### src/rtl/nbit_seq_divider_if.sv
// Handshake and operand/result bundle for the sequential restoring divider.
// The master issues start with operands; the slave (divider) returns
// busy/valid and the registered result fields.
interface nbit_seq_divider_if #(
  parameter int N = 5
);
  logic           start;
  logic [2*N-1:0] dividend;
  logic [N-1:0]   divisor;
  logic           busy;
  logic           valid;
  logic [N-1:0]   quotient;
  logic [N-1:0]   remainder;
  logic           div_by_zero;
  logic           overflow;

  modport master (
    output start, dividend, divisor,
    input  busy, valid, quotient, remainder, div_by_zero, overflow
  );

  modport slave (
    input  start, dividend, divisor,
    output busy, valid, quotient, remainder, div_by_zero, overflow
  );
endinterface

### src/rtl/nbit_seq_divider.sv
// Sequential restoring divider: 2N-bit dividend / N-bit divisor -> N-bit
// quotient and remainder, one quotient bit per clock.
//
// state | meaning
// IDLE  | waiting for start; last result held on the outputs
// RUN   | iterating, one quotient bit per cycle (busy=1)
// DONE  | one-cycle result strobe (valid=1); start accepted here too
module nbit_seq_divider #(
  parameter int N = 5
) (
  input logic              clk,
  input logic              rst_n,
  nbit_seq_divider_if.slave bus
);
  localparam int CW = $clog2(N + 1);

  typedef enum logic [1:0] {IDLE, RUN, DONE} state_t;

  state_t          state, state_nxt;
  logic            accept;
  logic            dz_case;
  logic            ov_case;
  logic            step_last;

  // Partial remainder kept N bits wide: after every step R < divisor,
  // so the top bit of the (N+1)-bit R is always zero.
  logic [N-1:0]    r;
  logic [N-1:0]    l;
  logic [N-1:0]    q_sh;
  logic [N-1:0]    d;
  logic [CW-1:0]   cnt;

  logic [N:0]      t;
  logic            ge;
  logic [N-1:0]    r_step;
  logic [N-1:0]    q_step;

  logic [N-1:0]    quotient_q;
  logic [N-1:0]    remainder_q;
  logic            dz_q;
  logic            ov_q;

  assign t         = {r, l[N-1]};
  assign ge        = (t >= {1'b0, d});
  assign r_step    = N'(ge ? (t - {1'b0, d}) : t);
  assign q_step    = N'({q_sh, ge});
  assign step_last = (cnt == CW'(N - 1));

  // State register.
  always_ff @(posedge clk or negedge rst_n) begin
    if (!rst_n) begin
      state <= IDLE;
    end else begin
      state <= state_nxt;
    end
  end

  // Next-state decode; error cases skip RUN and go straight to DONE.
  always_comb begin
    accept    = 1'b0;
    dz_case   = 1'b0;
    ov_case   = 1'b0;
    state_nxt = state;
    dz_case   = (bus.divisor == '0);
    ov_case   = !dz_case && (bus.dividend[2*N-1:N] >= bus.divisor);
    accept    = bus.start && (state != RUN);
    case (state)
      IDLE, DONE: begin
        if (accept) begin
          state_nxt = (dz_case || ov_case) ? DONE : RUN;
        end else begin
          state_nxt = IDLE;
        end
      end
      RUN: begin
        state_nxt = step_last ? DONE : RUN;
      end
      default: state_nxt = IDLE;
    endcase
  end

  // Operand load, restoring iteration and result capture at entry to DONE.
  always_ff @(posedge clk or negedge rst_n) begin
    if (!rst_n) begin
      r           <= '0;
      l           <= '0;
      q_sh        <= '0;
      d           <= '0;
      cnt         <= '0;
      quotient_q  <= '0;
      remainder_q <= '0;
      dz_q        <= 1'b0;
      ov_q        <= 1'b0;
    end else if (accept) begin
      if (dz_case) begin
        quotient_q  <= '1;
        remainder_q <= bus.dividend[N-1:0];
        dz_q        <= 1'b1;
        ov_q        <= 1'b0;
      end else if (ov_case) begin
        quotient_q  <= '1;
        remainder_q <= '1;
        dz_q        <= 1'b0;
        ov_q        <= 1'b1;
      end else begin
        r    <= bus.dividend[2*N-1:N];
        l    <= bus.dividend[N-1:0];
        d    <= bus.divisor;
        q_sh <= '0;
        cnt  <= '0;
      end
    end else if (state == RUN) begin
      r    <= r_step;
      l    <= {l[N-2:0], 1'b0};
      q_sh <= q_step;
      cnt  <= cnt + CW'(1);
      if (step_last) begin
        quotient_q  <= q_step;
        remainder_q <= r_step;
        dz_q        <= 1'b0;
        ov_q        <= 1'b0;
      end
    end
  end

  assign bus.busy        = (state == RUN);
  assign bus.valid       = (state == DONE);
  assign bus.quotient    = quotient_q;
  assign bus.remainder   = remainder_q;
  assign bus.div_by_zero = dz_q;
  assign bus.overflow    = ov_q;
endmodule

### src/flat_wrapper.sv
// flat-port wrapper written by rule: the top's interface ports become plain ports
module nbit_seq_divider_flat 
#(
  parameter int N = 5
)
  (clk, rst_n, bus_start, bus_dividend, bus_divisor, bus_busy, bus_valid, bus_quotient, bus_remainder, bus_div_by_zero, bus_overflow);
  nbit_seq_divider_if #(.N(N)) bus_i ();
  input logic clk;
  input logic rst_n;
  input wire logic [$bits(bus_i.start)-1:0] bus_start;
  input wire logic [$bits(bus_i.dividend)-1:0] bus_dividend;
  input wire logic [$bits(bus_i.divisor)-1:0] bus_divisor;
  output wire logic [$bits(bus_i.busy)-1:0] bus_busy;
  output wire logic [$bits(bus_i.valid)-1:0] bus_valid;
  output wire logic [$bits(bus_i.quotient)-1:0] bus_quotient;
  output wire logic [$bits(bus_i.remainder)-1:0] bus_remainder;
  output wire logic [$bits(bus_i.div_by_zero)-1:0] bus_div_by_zero;
  output wire logic [$bits(bus_i.overflow)-1:0] bus_overflow;
  assign bus_i.start = bus_start;
  assign bus_i.dividend = bus_dividend;
  assign bus_i.divisor = bus_divisor;
  assign bus_busy = bus_i.busy;
  assign bus_valid = bus_i.valid;
  assign bus_quotient = bus_i.quotient;
  assign bus_remainder = bus_i.remainder;
  assign bus_div_by_zero = bus_i.div_by_zero;
  assign bus_overflow = bus_i.overflow;
  nbit_seq_divider #(.N(N)) u_core (.clk(clk), .rst_n(rst_n), .bus(bus_i));
endmodule
### config.mk
export PLATFORM = sky130hd
export DESIGN_NAME = nbit_seq_divider_flat
export DESIGN_NICKNAME = d
export VERILOG_FILES = /design/src/rtl/nbit_seq_divider_if.sv /design/src/rtl/nbit_seq_divider.sv /design/src/flat_wrapper.sv
export SDC_FILE = /design/constraint.sdc
export NUM_CORES = 1
export LEC_CHECK = 0
export ABC_AREA = 1
export CAP_MARGIN = 20
export CORE_UTILIZATION = 30
export CTS_BUF_LIST = sky130_fd_sc_hd__clkbuf_16
export DETAILED_ROUTE_END_ITERATION = 7
export GPL_ROUTABILITY_DRIVEN = 0
export GPL_TIMING_DRIVEN = 0
export PLACE_DENSITY_LB_ADDON = 0.05
export SLEW_MARGIN = 0
export SYNTH_ARGS = -nofsm -noshare
export SYNTH_HDL_FRONTEND = slang
export SYNTH_SLANG_ARGS = --single-unit
### constraint.sdc
create_clock -name clk -period 4.39 [get_ports clk]
set_clock_uncertainty 0.15 [all_clocks]
set_input_delay 0.878 -clock clk [delete_from_list [all_inputs] [get_ports clk]]
set_output_delay 0.878 -clock clk [all_outputs]
set_load 0.02 [all_outputs]
==> impl_results.rst <==
.. list-table::
   :header-rows: 1

   * - Metric
     - Value
   * - CTS buffer count
     - 5
   * - Worst reg2reg path endpoint
     - u_core.bus.remainder[1]
   * - CP max stage delay
     - roughly 630 ps
   * - Initial standard-cell utilization of the core
     - 0.317
   * - Placeable core area
     - 6910 µm²
   * - Critical path, cell by cell
     - inv_1 -> nand2_4 -> inv_1 -> clkdlybuf4s50_1
   * - DPL Wire Length
     - 4150 µm
   * - Number of nets still failing antenna checks after routing
     - 0
   * - Fraction of layout instances using a drive strength above 1
     - 0.152
   * - Largest buffer count on any clock path
     - 2
   * - Routed length on met2
     - 2350 µm
   * - Initial antenna violation count
     - 0
   * - Status
     - finished, final reports clean
   * - Root buffer cell
     - clkbuf_16
   * - Detailed-routed wire length on met3
     - 252 µm
   * - Part of the cycle the worst path needs
     - 0.609
   * - Number of top-level pins
     - 32
   * - Post-Route WL
     - 5370 µm
   * - Mapped Cells
     - 270
   * - Asr flop ratio synth
     - 1.00
   * - Post-CTS clock slew at the launch and capture registers of the worst setup and hold paths
     - around 60 ps
   * - Number of synthesized register bits
     - 36
   * - Worst endpoint required time
     - 3360 ps
   * - Clock period minus worst slack
     - roughly 2700 ps
   * - Post-CTS setup-driven buffer insertion count
     - 0
   * - H-tree levels
     - 2
   * - Max_slew headroom
     - 0.427
   * - Bufs and invs on worst path
     - 3
   * - Total number of vias
     - 1843
   * - Worst hold endpoint
     - u_core.bus.quotient[0]
   * - Start point of the worst hold path
     - u_core.bus.quotient[0]
   * - Std-Cell Rows
     - 30
   * - Cells on Worst Hold Path
     - 2
   * - Total DRC errors in the routed layout
     - 0
   * - Placement-stage worst setup slack
     - about 1500 ps
   * - Kind of critical path
     - reg -> out
   * - Area of the mapped netlist
     - approximately 2200 µm²
   * - Critical path arrival
     - approximately 1600 ps
   * - Number of iterations in the first detailed-routing pass
     - 4
   * - Peak Freq
     - around 0.37 GHz
   * - Horizontal die dimension
     - 87.4 µm
   * - Post-Route M1 WL
     - 2740 µm
   * - Initial DRC Count
     - 86
   * - TritonCTS clock tree
     - yes
   * - # resized after CTS
     - 0
   * - Maximum number of pins on one net before global-route repair
     - 37
   * - Number of failing setup endpoints in the final timing report
     - 0
   * - Overall fraction of global-route tracks in use
     - 0.160
   * - Layout Nets
     - 339
   * - Uppermost metal layer occupied by signal nets
     - met4
   * - Total nets after synthesis
     - 301
   * - Worst flop-to-flop path startpoint
     - u_core.l[4]
   * - Synthesized area per cell
     - about 8 µm²
   * - Element type at the critical path start
     - register
   * - Filler Cell Count
     - 779
   * - Reg2reg setup slack
     - 2330 ps
   * - Placed standard-cell area
     - 2620 µm²
   * - Setup repair after global routing missed its margin
     - no
   * - Worst R2R Path Depth
     - 10
   * - Sum of overflow across all layers after global routing
     - 0
   * - Ant diodes
     - 0
   * - Family with the most delay on the worst path
     - buffers and inverters
   * - Die span in y
     - 87.4 µm
   * - Layout overhead on the synthesized area
     - 26.0%
   * - Final standard cell utilization of the core
     - 0.399
   * - Hold buffers post-CTS
     - 0
   * - Max stage delay cell, worst path
     - clkdlybuf4s50_1
   * - Sequential fraction of the synthesis area
     - 0.411
   * - Number of max-cap violations
     - 0
   * - Port Buf Inserts
     - 31
   * - Clock net sink count
     - 36
   * - Number of distinct library cell variants in the gate-level netlist after synthesis
     - 28
   * - Number of global-route vias before repair
     - 1844
   * - Transition time of the tightest slew-check pin
     - 860 ps
   * - Cell area after layout
     - 2760 µm²
   * - Post-route worst setup slack
     - 1720 ps
   * - Total die area
     - 7640 µm²
   * - First-pass GRT wire length
     - 9110 µm
   * - Per-cell via count in the routed design
     - 4.55
   * - Fin. Hold Viols
     - 0
   * - Leakage
     - 1.36 nW
   * - Average routed wire per standard cell
     - about 13 µm
   * - Count of synthesis-stage warnings from yosys
     - 0
   * - Worst hold path class
     - reg -> reg
   * - Clock latency at the later pin of the worst-skew pair
     - 280 ps
   * - Max Slew Vio Count
     - 0
   * - Sort of element at the end of the critical path
     - primary output
   * - Summed negative setup slack over all endpoints
     - 0 ps
   * - Power Dens Cells
     - around 750 nW/µm²
   * - Crit-path most repeated cell
     - inv_1
   * - Number of synthesized flops with an enable pin
     - 0
   * - Max rail drop VDD
     - 0.000202 V
   * - Primary flip-flop cell chosen by synthesis mapping
     - dfrtp_1
   * - Largest driver fanout on the critical path
     - 7
cell usage in the layout (no fill, tap or decap), drive strengths merged, types with 4 or more instances in the layout:
cell	count
a21oi	4
buf	8
clkbuf	5
clkdlybuf4s50	30
dfrtp	36
ha	12
inv	39
nand2	76
nand3	32
nand4	7
nor2	22
o21ai	25
o22ai	4
area by class of cell:
type	count	area, µm²	share of cell area
buffer	7	62.6	0.0227
clock buffer	5	125	0.0454
clock inverter	3	18.8	0.00680
inverter	39	146	0.0531
multi-input combinational	188	1080	0.391
sequential	36	901	0.327
tap	96	120	0.0435
timing repair buffer	31	305	0.111
cells by family (layout without fill, tap and decap cells):
logic type,Yosys count,count (layout),synth area share
compound gates,36,36,0.107
xor+xnor,1,1,0.00400
fa+ha+maj,13,13,0.0777
buf+inv,46,85,0.0954
flops,36,36,0.411
simple gates,138,138,0.305
power by group:
| group | switching [mW] | internal, mW | total (mW) |
|---|---|---|---|
| Sequential | 0.0847 | 0.479 | 0.564 |
| Clock | 0.139 | 0.209 | 0.348 |
| Combinational | 0.695 | 0.455 | 1.15 |
tightest hold or removal path: cells and delay by family, from the launching register on:
| family | cells | cell delay [ps] |
|---|---|---|
| DFF | 1 | 340 |
| and+or+nand+nor | 2 | 120 |
cell usage after synthesis (2+ instances only):
cell	instances	area, µm²
o21ai_1	5	25.0
nand2_4	6	67.6
a21oi_1	2	10.0
nand3_2	3	30.0
nor2_1	18	67.6
buf_6	4	45.0
a21oi_2	2	17.5
dfrtp_1	36	901
o22ai_1	4	25.0
buf_2	2	10.0
o21ai_0	12	60.1
nor2_2	4	25.0
nand2_2	3	18.8
inv_1	36	135
inv_2	3	11.3
ha_1	12	150
o21ai_2	8	70.1
nand2_1	67	251
nand4_1	7	43.8
nand3_1	28	140
through the flow:
| stage | power [mW] | std cells | hold WS [ps] |
|---|---|---|---|
| after global placement | 1.73 | 397 | 326 |
| after global routing | 2.28 | 405 | 361 |
| after detailed placement | 1.73 | 397 | 336 |
| after floorplan | 1.38 | 270 | 320 |
| final | 2.06 | 405 | 338 |
| after CTS | 2.09 | 405 | 349 |
layer usage:
metal	GRT usage	vias up
li1	-	948
met1	0.223	842
met2	0.251	49
met3	0.0360	4
met4	0.0387	0
met5	0	-
sequential cells by signal, summed over array words and instances, names as in the netlist:
signal	flops
u_core.bus.div_by_zero	1
u_core.bus.overflow	1
u_core.bus.quotient	5
u_core.bus.remainder	5
u_core.cnt	3
u_core.d	5
u_core.l	5
u_core.q_sh	4
u_core.r	5
u_core.state	2
worst max path at each step:
stage | slack [ps] | depth (start not counted) | start | endpoint
floorplan | 2150 | 10 | bus_divisor[2] | u_core.l[3]
global placement | 1300 | 1 | rst_n | u_core.l[3]
detailed placement | 1450 | 11 | bus_divisor[2] | u_core.bus.quotient[0]
CTS | 1700 | 4 | u_core.state[1] | bus_busy
global route | 1590 | 11 | bus_divisor[2] | u_core.bus.quotient[2]
finish | 1720 | 4 | u_core.state[1] | bus_busy
No activity file was read; power rests on OpenSTA's default activity.
